[config.mk]
export PLATFORM = sky130hd
export DESIGN_NAME = narrow_saturate_flat
export DESIGN_NICKNAME = d
export VERILOG_FILES = /design/src/rtl/narrow_saturate_pkg.sv /design/src/rtl/narrow_saturate_if.sv /design/src/rtl/narrow_saturate_core.sv /design/src/rtl/narrow_saturate.sv /design/src/flat_wrapper.sv
export SDC_FILE = /design/constraint.sdc
export NUM_CORES = 1
export LEC_CHECK = 0
export BUFFER_PORTS_ARGS = -buffer_cell sky130_fd_sc_hd__buf_2
export CAP_MARGIN = 25
export CORE_MARGIN = 3
export CORE_UTILIZATION = 56
export CTS_CLUSTER_DIAMETER = 150
export DETAILED_ROUTE_END_ITERATION = 8
export GPL_TIMING_DRIVEN = 1
export PLACE_DENSITY = 0.92
export SLEW_MARGIN = 20
export SYNTH_ARGS = -nofsm -noshare
export SYNTH_HDL_FRONTEND = slang
export SYNTH_HIERARCHICAL = 1
export SYNTH_SLANG_ARGS = --single-unit
[constraint.sdc]
create_clock -name clk -period 3.97 [get_ports clk]
set_input_delay 0.1985 -clock clk [delete_from_list [all_inputs] [get_ports clk]]
set_output_delay 0.1985 -clock clk [all_outputs]
set_load 0.05 [all_outputs]
[src/rtl/narrow_saturate_pkg.sv]
`default_nettype none
// ============================================================================
// Module   : narrow_pkg
// Purpose  : Shared types for the narrow_saturate streaming width reducer.
//            - mode_e   : narrowing mode carried with every beat
//            - beat_t   : {data, ovf} record at the default 16-bit output width
//            - decode_mode : maps the raw 2-bit mode field onto mode_e
//                            (the spare encoding 2'b11 aliases signed saturate)
// Revision : 1.0  initial release
// ============================================================================
package narrow_pkg;

    typedef enum logic [1:0] {
        MODE_TRUNC = 2'b00,
        MODE_SSAT  = 2'b01,
        MODE_USAT  = 2'b10
    } mode_e;

    localparam int c_beat_dw = 16;

    typedef struct packed {
        logic [c_beat_dw-1:0] data;
        logic                 ovf;
    } beat_t;

    function automatic mode_e decode_mode(input logic [1:0] raw);
        mode_e m;
        case (raw)
            2'b00:   m = MODE_TRUNC;
            2'b10:   m = MODE_USAT;
            default: m = MODE_SSAT;
        endcase
        return m;
    endfunction

endpackage
`default_nettype wire

[src/rtl/narrow_saturate_if.sv]
`default_nettype none
// ============================================================================
// Module   : narrow_saturate_if
// Purpose  : Input and output valid/ready streams of narrow_saturate.
//            in_*  : 32-bit signed words plus 2-bit mode, upstream -> block
//            out_* : narrowed word plus overflow flag, block -> downstream
//            master modport = stream source/sink side, slave = the block.
// Revision : 1.0  initial release
// ============================================================================
interface narrow_saturate_if #(
    parameter int INPUT_DWIDTH  = 32,
    parameter int OUTPUT_DWIDTH = 16
);
    logic                     in_valid;
    logic                     in_ready;
    logic [INPUT_DWIDTH-1:0]  in_data;
    logic [1:0]               in_mode;
    logic                     out_valid;
    logic                     out_ready;
    logic [OUTPUT_DWIDTH-1:0] out_data;
    logic                     out_ovf;

    modport master (
        output in_valid, in_data, in_mode, out_ready,
        input  in_ready, out_valid, out_data, out_ovf
    );

    modport slave (
        input  in_valid, in_data, in_mode, out_ready,
        output in_ready, out_valid, out_data, out_ovf
    );
endinterface
`default_nettype wire

[src/rtl/narrow_saturate_core.sv]
`default_nettype none
// ============================================================================
// Module   : narrow_core
// Purpose  : Combinational narrowing of one signed word.
//            i_data : INPUT_DWIDTH signed word
//            i_mode : raw 2-bit mode (trunc / signed sat / unsigned clamp)
//            o_data : OUTPUT_DWIDTH narrowed word
//            o_ovf  : value not representable in the selected mode
// Revision : 1.0  initial release
// ============================================================================
module narrow_core
    import narrow_pkg::*;
#(
    parameter int INPUT_DWIDTH  = 32,
    parameter int OUTPUT_DWIDTH = 16
) (
    input  wire logic [INPUT_DWIDTH-1:0]  i_data,
    input  wire logic [1:0]               i_mode,
    output logic      [OUTPUT_DWIDTH-1:0] o_data,
    output logic                          o_ovf
);
    localparam logic [OUTPUT_DWIDTH-1:0] c_smax = {1'b0, {(OUTPUT_DWIDTH-1){1'b1}}};
    localparam logic [OUTPUT_DWIDTH-1:0] c_smin = {1'b1, {(OUTPUT_DWIDTH-1){1'b0}}};
    localparam logic [OUTPUT_DWIDTH-1:0] c_umax = {OUTPUT_DWIDTH{1'b1}};

    mode_e w_mode;
    logic  w_neg;
    logic  w_fits_signed;
    logic  w_fits_unsigned;

    assign w_mode = decode_mode(i_mode);
    assign w_neg  = i_data[INPUT_DWIDTH-1];

    // Fits as signed when every bit from the output sign bit upward matches.
    assign w_fits_signed   = (&i_data[INPUT_DWIDTH-1:OUTPUT_DWIDTH-1]) |
                             ~(|i_data[INPUT_DWIDTH-1:OUTPUT_DWIDTH-1]);
    // Fits as unsigned when nothing above the output width is set
    // (this also rejects negative values).
    assign w_fits_unsigned = ~(|i_data[INPUT_DWIDTH-1:OUTPUT_DWIDTH]);

    always_comb begin
        o_data = i_data[OUTPUT_DWIDTH-1:0];
        o_ovf  = 1'b0;
        case (w_mode)
            MODE_TRUNC: begin
                o_ovf = ~w_fits_signed;
            end
            MODE_USAT: begin
                if (w_neg) begin
                    o_data = '0;
                    o_ovf  = 1'b1;
                end else if (!w_fits_unsigned) begin
                    o_data = c_umax;
                    o_ovf  = 1'b1;
                end
            end
            default: begin
                if (!w_fits_signed) begin
                    o_data = w_neg ? c_smin : c_smax;
                    o_ovf  = 1'b1;
                end
            end
        endcase
    end
endmodule
`default_nettype wire

[src/rtl/narrow_saturate.sv]
`default_nettype none
// ============================================================================
// Module   : narrow_saturate
// Purpose  : Streaming 32->16 width reducer with a two-entry skid buffer and
//            a saturating count of delivered overflow beats.
//            clk, rst  : clock, synchronous active-high reset
//            bus       : narrow_saturate_if.slave (in_* / out_* streams)
//            clr_count : synchronous clear of ovf_count (beats increment)
//            ovf_count : delivered beats with out_ovf=1, holds at all-ones
// Revision : 1.0  initial release
// ============================================================================
module narrow_saturate
    import narrow_pkg::*;
#(
    parameter int INPUT_DWIDTH  = 32,
    parameter int OUTPUT_DWIDTH = 16,
    parameter int COUNT_WIDTH   = 16
) (
    input  wire logic                   clk,
    input  wire logic                   rst,
    narrow_saturate_if.slave            bus,
    input  wire logic                   clr_count,
    output logic      [COUNT_WIDTH-1:0] ovf_count
);
    typedef struct packed {
        logic [OUTPUT_DWIDTH-1:0] data;
        logic                     ovf;
    } store_t;

    store_t                   w_in_beat;
    logic [OUTPUT_DWIDTH-1:0] w_nar_data;
    logic                     w_nar_ovf;
    logic                     w_in_fire;
    logic                     w_out_fire;

    store_t                   r_main;
    store_t                   r_skid;
    logic                     r_main_valid;
    logic                     r_skid_valid;
    logic                     r_in_ready;
    logic [COUNT_WIDTH-1:0]   r_count;

    // Narrowing happens before storage so the mode travels with its beat.
    narrow_core #(
        .INPUT_DWIDTH  (INPUT_DWIDTH),
        .OUTPUT_DWIDTH (OUTPUT_DWIDTH)
    ) u_core (
        .i_data (bus.in_data),
        .i_mode (bus.in_mode),
        .o_data (w_nar_data),
        .o_ovf  (w_nar_ovf)
    );

    assign w_in_beat.data = w_nar_data;
    assign w_in_beat.ovf  = w_nar_ovf;

    assign w_in_fire  = bus.in_valid & r_in_ready;
    assign w_out_fire = r_main_valid & bus.out_ready;

    // Main register feeds the output; skid catches the one beat that can
    // arrive while the main register is stalled. in_ready mirrors skid-empty.
    always_ff @(posedge clk) begin
        if (rst) begin
            r_main       <= '0;
            r_skid       <= '0;
            r_main_valid <= 1'b0;
            r_skid_valid <= 1'b0;
            r_in_ready   <= 1'b1;
        end else if (!r_main_valid || w_out_fire) begin
            // in_ready is low whenever skid is occupied, so no new beat can
            // compete with the skid reload.
            if (r_skid_valid) begin
                r_main       <= r_skid;
                r_main_valid <= 1'b1;
                r_skid_valid <= 1'b0;
                r_in_ready   <= 1'b1;
            end else if (w_in_fire) begin
                r_main       <= w_in_beat;
                r_main_valid <= 1'b1;
            end else begin
                r_main_valid <= 1'b0;
            end
        end else if (w_in_fire) begin
            r_skid       <= w_in_beat;
            r_skid_valid <= 1'b1;
            r_in_ready   <= 1'b0;
        end
    end

    // Clear takes priority over a coincident overflow delivery.
    always_ff @(posedge clk) begin
        if (rst || clr_count) begin
            r_count <= '0;
        end else if (w_out_fire && r_main.ovf && (r_count != {COUNT_WIDTH{1'b1}})) begin
            r_count <= r_count + {{(COUNT_WIDTH-1){1'b0}}, 1'b1};
        end
    end

    assign bus.in_ready  = r_in_ready;
    assign bus.out_valid = r_main_valid;
    assign bus.out_data  = r_main.data;
    assign bus.out_ovf   = r_main.ovf;
    assign ovf_count     = r_count;
endmodule
`default_nettype wire

[src/flat_wrapper.sv]
// flat-port wrapper written by rule: the top's interface ports become plain ports
module narrow_saturate_flat import narrow_pkg::*;
#(
    parameter int INPUT_DWIDTH  = 32,
    parameter int OUTPUT_DWIDTH = 16,
    parameter int COUNT_WIDTH   = 16
)
  (clk, rst, clr_count, ovf_count, bus_in_valid, bus_in_data, bus_in_mode, bus_out_ready, bus_in_ready, bus_out_valid, bus_out_data, bus_out_ovf);
  narrow_saturate_if #(.INPUT_DWIDTH(INPUT_DWIDTH), .OUTPUT_DWIDTH(OUTPUT_DWIDTH)) bus_i ();
  input  wire logic clk;
  input  wire logic rst;
  input  wire logic clr_count;
  output logic      [COUNT_WIDTH-1:0] ovf_count;
  input wire logic [$bits(bus_i.in_valid)-1:0] bus_in_valid;
  input wire logic [$bits(bus_i.in_data)-1:0] bus_in_data;
  input wire logic [$bits(bus_i.in_mode)-1:0] bus_in_mode;
  input wire logic [$bits(bus_i.out_ready)-1:0] bus_out_ready;
  output wire logic [$bits(bus_i.in_ready)-1:0] bus_in_ready;
  output wire logic [$bits(bus_i.out_valid)-1:0] bus_out_valid;
  output wire logic [$bits(bus_i.out_data)-1:0] bus_out_data;
  output wire logic [$bits(bus_i.out_ovf)-1:0] bus_out_ovf;
  assign bus_i.in_valid = bus_in_valid;
  assign bus_i.in_data = bus_in_data;
  assign bus_i.in_mode = bus_in_mode;
  assign bus_i.out_ready = bus_out_ready;
  assign bus_in_ready = bus_i.in_ready;
  assign bus_out_valid = bus_i.out_valid;
  assign bus_out_data = bus_i.out_data;
  assign bus_out_ovf = bus_i.out_ovf;
  narrow_saturate #(.INPUT_DWIDTH(INPUT_DWIDTH), .OUTPUT_DWIDTH(OUTPUT_DWIDTH), .COUNT_WIDTH(COUNT_WIDTH)) u_core (.clk(clk), .rst(rst), .bus(bus_i), .clr_count(clr_count), .ovf_count(ovf_count));
endmodule
# --- Word level (Yosys, flattened, before mapping) ---
# Index checks and enable logic that the tools add are counted.
# W data, S select, Z words.
op_classes:
  n_reduce_logical: 16
  eq_ne: 4
  bitwise: 6
  muxes: 17
  n_addsub: 1
ops:
  columns: ["op", "n"]
  rows:
  - ["$mux W16", 4]
  - ["$mux W17", 2]
  - ["$pmux W16 S2", 1]
  - ["$reduce_and A17 Y1", 1]
  - ["$reduce_or A17 Y1", 1]
  - ["$add A16 B1 Y16 const B", 1]
  - ["$ne A16 B16 Y1 const B", 1]
  - ["$reduce_or A16 Y1", 1]
  - ["$mux W1", 8]
  - ["$reduce_and A2 Y1", 3]
  - ["$eq A2 B2 Y1 const B", 2]
  - ["$logic_not A2 Y1", 2]
  - ["$pmux W2 S2", 1]
  - ["$reduce_bool A2 Y1", 2]
  - ["$not A1 Y1", 3]
  - ["$and A1 B1 Y1", 2]
  - ["$logic_and A1 B1 Y1", 2]
  - ["$logic_or A1 B1 Y1", 2]
  - ["$ne A2 B1 Y1 const B", 1]
  - ["$pmux W1 S2", 1]
  - ["$reduce_or A2 Y1", 1]
  - ["$logic_not A1 Y1", 1]
  - ["$or A1 B1 Y1", 1]
word_totals:
  input_bits: 39
  wordCells: 52
  ff_bits: 53
  out_inout_bits: 35

# --- Depth between registers and ports, before layout ---
logic_depth:
  depth_word: 7
  depth_mapped: 7
  mapped_depth_nobuf: 6

# --- Hierarchy ---
# The synthesis kept the hierarchy.
by_module_without_submodules:
  columns: ["module", "cells_per_inst", "n_inst", "area_per_inst_um2", "seq_area_each_um2"]
  rows:
  - ["narrow_saturate", 262, 1, 2263.4, 1061.0]
  - ["narrow_core", 59, 1, 346.6, 0.0]

# --- Worst setup path before layout ---
# Ideal clock, no wire load.
synth_path:
  path_type: "flip-flop to flip-flop"
  from: "register u_core.r_main_valid, in the netlist u_core/bus.out_valid"
  to: "register u_core.r_count[15], in the netlist u_core/ovf_count[15]"
  n_path_buf: 1
  arrival_time_ps: 2020
  setup_ps: 70
  required_ps: 3900
  setup_slack_ps: 1880
  path_stages_with_launch: 6
  period_less_slack_ps: 2090
  cell_sequence: "dfxtp_1 -> nand3_2 -> or3_1 -> clkbuf_2 -> or4_1 -> a21oi_1"
synth_between:
  elab_chain_cells: 3
synth_lines:
  columns: ["item", "line_no", "source"]
  rows:
  - ["from (decl)", "narrow_saturate.sv:38", "logic r_main_valid;"]
  - ["from (signal assigned)", "narrow_saturate.sv:66", "r_main_valid <= 1'b0;"]
  - ["from (signal assigned)", "narrow_saturate.sv:74", "r_main_valid <= 1'b1;"]
  - ["from (signal assigned)", "narrow_saturate.sv:79", "r_main_valid <= 1'b1;"]
  - ["$and A1 B1 Y1", "narrow_saturate.sv:58", "assign w_out_fire = r_main_valid & bus.out_ready;"]
  - ["$logic_and A1 B1 Y1 (2 in series)", "narrow_saturate.sv:94", "end else if (w_out_fire && r_main.ovf && (r_count != {COUNT_WIDTH{1'b1}})) begin"]
  - ["to (signal assigned)", "narrow_saturate.sv:95", "r_count <= r_count + {{(COUNT_WIDTH-1){1'b0}}, 1'b1};"]
  - ["to (decl)", "narrow_saturate.sv:41", "logic [COUNT_WIDTH-1:0] r_count;"]
# No other way between the ends.
# A chain may end at the register's enable or synchronous reset.

# --- Worst setup path after layout ---
layout_path:
  from: "register u_core.r_count[0], in the netlist u_core/ovf_count[0]"
  to: "register u_core.r_count[2], in the netlist u_core/ovf_count[2]"
layout_between:
  elab_chain_cells: 2
  word_cells_on_any_way: 3
  classes_between: "1 x add/sub; 1 x eq/ne; 1 x reduce/logical"
layout_lines:
  columns: ["item"]
  rows:
  - ["parallel branches: the longest is 2 deep, another holds $add A16 B1 Y16"]
# Parallel ways; which one is timed is not known.

==> results.md <==
- First-pass GRT wire length: around 10 mm
- RSZ-0062 raised after global routing: false
- Leakage power: between 1 and 1.5 nW
- Clk slew on worst S/H paths: 100 ps
- Pwr per Cell Area: 354 mW/mm^2
- Final ANT Viol Nets: 0
- Footprint of the multi-input gates: roughly 0.0015 mm^2
- DR pass1 iterations: 4
- Slowest stage cell, crit path: nor4_1
- Via Count: roughly 2700
- Mapped Nets: about 360
- FF-to-FF setup slack: around 1800 ps
- Setup CP Type: flip-flop to flip-flop
- Status: completed
- IO Count: 74
- Yosys cell types: 41
- CTS max path bufs: 2
- Share of the synthesized area in the top cell type: 40.7%
- End of the critical path: u_core/ovf_count[2]
- Vias in the first global route: 2393
- Chip width: about 74 um
- CP Buf/Inv Count: 1
- Filler cells: between 300 and 400
- Register area share after synthesis: 40.7%
- Tot GR Track Use: a little under a quarter
- Post-DP Area: about 0.0030 mm^2
- Post-DP HPWL: between 4 and 5 mm
- Reg2reg path depth: 6
- Clk_skew: approximately 11 ps
- Die H: around 74 um
- Levels on crit path: 6
- Cts hold-fix bufs: 0
- Yosys Warn Count: 6
- Min Tclk post-route: roughly 2100 ps
- CP max FO: 7
- Worst setup path start: u_core/ovf_count[0]
- TritonCTS clock tree: done
- Ranking of synthesized cells by area: dfxtp_1 41%, nand2_1 8.2%, mux2i_1 7.3%
- Synth Flop Type: dfxtp_1
- Finished Layout Cells: between 400 and 500
- Cell Area, Synth: roughly 0.0026 mm^2
- Worst-Skew Late Latency: about 320 ps
- Final core utilization: 69.6%
- CP delay by family, top: simple AND/OR/NAND/NOR gates
- Post-route DRC: 0
- Initial DRC Count: between 100 and 150
- Root Buffer: clkbuf_8
- F_max: 469 MHz
- CP Launch Type: flip-flop
- Crit path DAT: between 2000 and 2500 ps
- HP Class: input pin to flip-flop
- Row cnt: 24
- Pins Over Slew Limit: 0
- CTS sink cnt: between 50 and 60
- Relative slew slack: 47.0%
- Total die area: about 0.0055 mm^2
- Num CTS Buffers: 5
- Design area: just over 0.003 mm^2
- Setup bufs post-CTS: 0
- Largest area contributor in the netlist: dfxtp_1
- CP Capture Type: flip-flop
- R2r endpoint: u_core/ovf_count[2]
- Post-synthesis register bit count: 53
- Starting Density: around three fifths
- Number of diodes: 0
- Number of setup violations in the final report: 0
- Share of flip-flops with an asynchronous set or reset: 0%
- DR WL/cell: about 15 um
- Max cap viols: 0
- Post-Syn Instances: approximately 320
- Period Utilization, post-route: between 50% and 60%
- CP cell instances: ha_1, nand3_1, nor4_1, buf_2, nor2_1, a211oi_1
- Worst-Margin Slew: between 700 and 800 ps
- H-tree depth: 2
- RR Startpoint: u_core/ovf_count[0]
- Post-synth EDFFs: 0
- WP data required: about 4200 ps
- Reg area: about 0.0011 mm^2
- Final Hold Vio Count: 0
- Inst Count DP: roughly 430
- PortBufs: between 70 and 80
- Avg Cell Area, Syn: just over 8 um^2
- Antenna violations before repair: 0
- Max IR drop VDD: 0.000242 V
- PostCTS Resize Cnt: 0
- Area growth, synth to finish: 17.7%
- Largest net degree at the start of global routing: 42
- TNS Setup: 0 ps
- GP Congestion: approximately 0.95
- CP max stage delay: approximately 700 ps
- Core box area: 0.00441 mm^2
- Layout cells sized above 1: a little over a quarter
- Drt total wl: around 6.4 mm
- Vias per cell: around 6.1
- Total grt overflow: 0
- Total power: 1.09 mW
- Final nets: between 400 and 500
==> tightest hold or removal path, stage by stage <==
cell and delay [ps]:
buf_2 100, or3_1 90, mux2i_1 60
==> logic make-up after synthesis <==
kind of cell               Yosys count  share of synthesized area (%)
AOI/OAI and AO/OA                   80                           20.2
adders and majority gates            1                          0.479
buffers and inverters               19                           3.26
DFF                                 53                           40.7
muxes                               19                           7.29
and+or+nand+nor                    149                           28.1
==> report_power, final <==
part	internal (mW)	switching [mW]
combinational	0.0639	0.150
sequential	0.555	0.0142
clock	0.122	0.182
total	0.742	0.346
==> placed cells by master (no fill, tap or decap), drive strengths merged, types with 2 or more instances in the layout <==
cell type and n:
a211oi 18, a21oi 31, and2 2, and3 4
and4 2, buf 76, clkbuf 5, clkinv 2
dfxtp 53, mux2i 19, nand2 57, nand2b 3
nand3 11, nand4 10, nor2 29, nor2b 2
nor3 6, nor4 6, o211a 2, o21ai 19
o31ai 5, or2 3, or3 8, or4 4
==> stage by stage <==
stage	setup WS [ps]	hold WS, ps
after global routing	1590	197
after detailed placement	1920	449
final	1840	181
after CTS	1900	171
after global placement	1840	441
after floorplan	1880	375
==> sequential cells by signal, summed over array words and instances (netlist names) <==
name	count
u_core/ovf_count	16
u_core/r_skid_valid	1
u_core/bus.out_valid	1
u_core/bus.in_ready	1
u_core/bus.out_data	16
u_core/r_skid	17
u_core/bus.out_ovf	1
==> cell type report <==
type / instances / share of cell area (%)
Multi-Input combinational cell: 249 / 47.9
Inverter: 1 / 0.122
Clock buffer: 5 / 2.24
Clock inverter: 3 / 0.570
Sequential cell: 53 / 34.5
Tap cell: 52 / 2.12
Timing Repair Buffer: 76 / 12.5
==> cell usage after synthesis (2+ instances only) <==
| master | n |
|---|---|
| nand2_1 | 57 |
| clkbuf_1 | 13 |
| nand2b_1 | 3 |
| a21oi_1 | 31 |
| o31ai_1 | 5 |
| nand4_1 | 9 |
| nor2b_1 | 2 |
| nor3_1 | 6 |
| o21ai_0 | 9 |
| mux2i_1 | 19 |
| and3_1 | 4 |
| dfxtp_1 | 53 |
| a211oi_1 | 18 |
| nor2_1 | 29 |
| o21ai_2 | 10 |
| nand3_1 | 10 |
| or2_2 | 3 |
| or3_1 | 7 |
| and4_1 | 2 |
| or4_1 | 4 |
| nor4_1 | 6 |
| o211a_1 | 2 |
==> per-layer routing <==
| layer | wire length, um | track usage, % |
|---|---|---|
| met5 | 0 | 0 |
| met4 | 95 | 9.49 |
| met3 | 558 | 5.14 |
| met2 | 3160 | 40.7 |
| met1 | 2610 | 29.3 |
==> worst min path at each step <==
stage / endpoint / startpoint / slack (ps) / depth (start not counted)
after floorplan: u_core/ovf_count[11] / clr_count / 370 / 2
after global placement: u_core/r_skid[9] / u_core/r_skid[9] / 440 / 2
after detailed placement: u_core/r_skid[11] / u_core/r_skid[11] / 450 / 2
after CTS: u_core/ovf_count[14] / clr_count / 170 / 3
after global routing: u_core/ovf_count[11] / clr_count / 200 / 3
final: u_core/ovf_count[14] / clr_count / 180 / 3
Power figures use the tool's default switching activity.
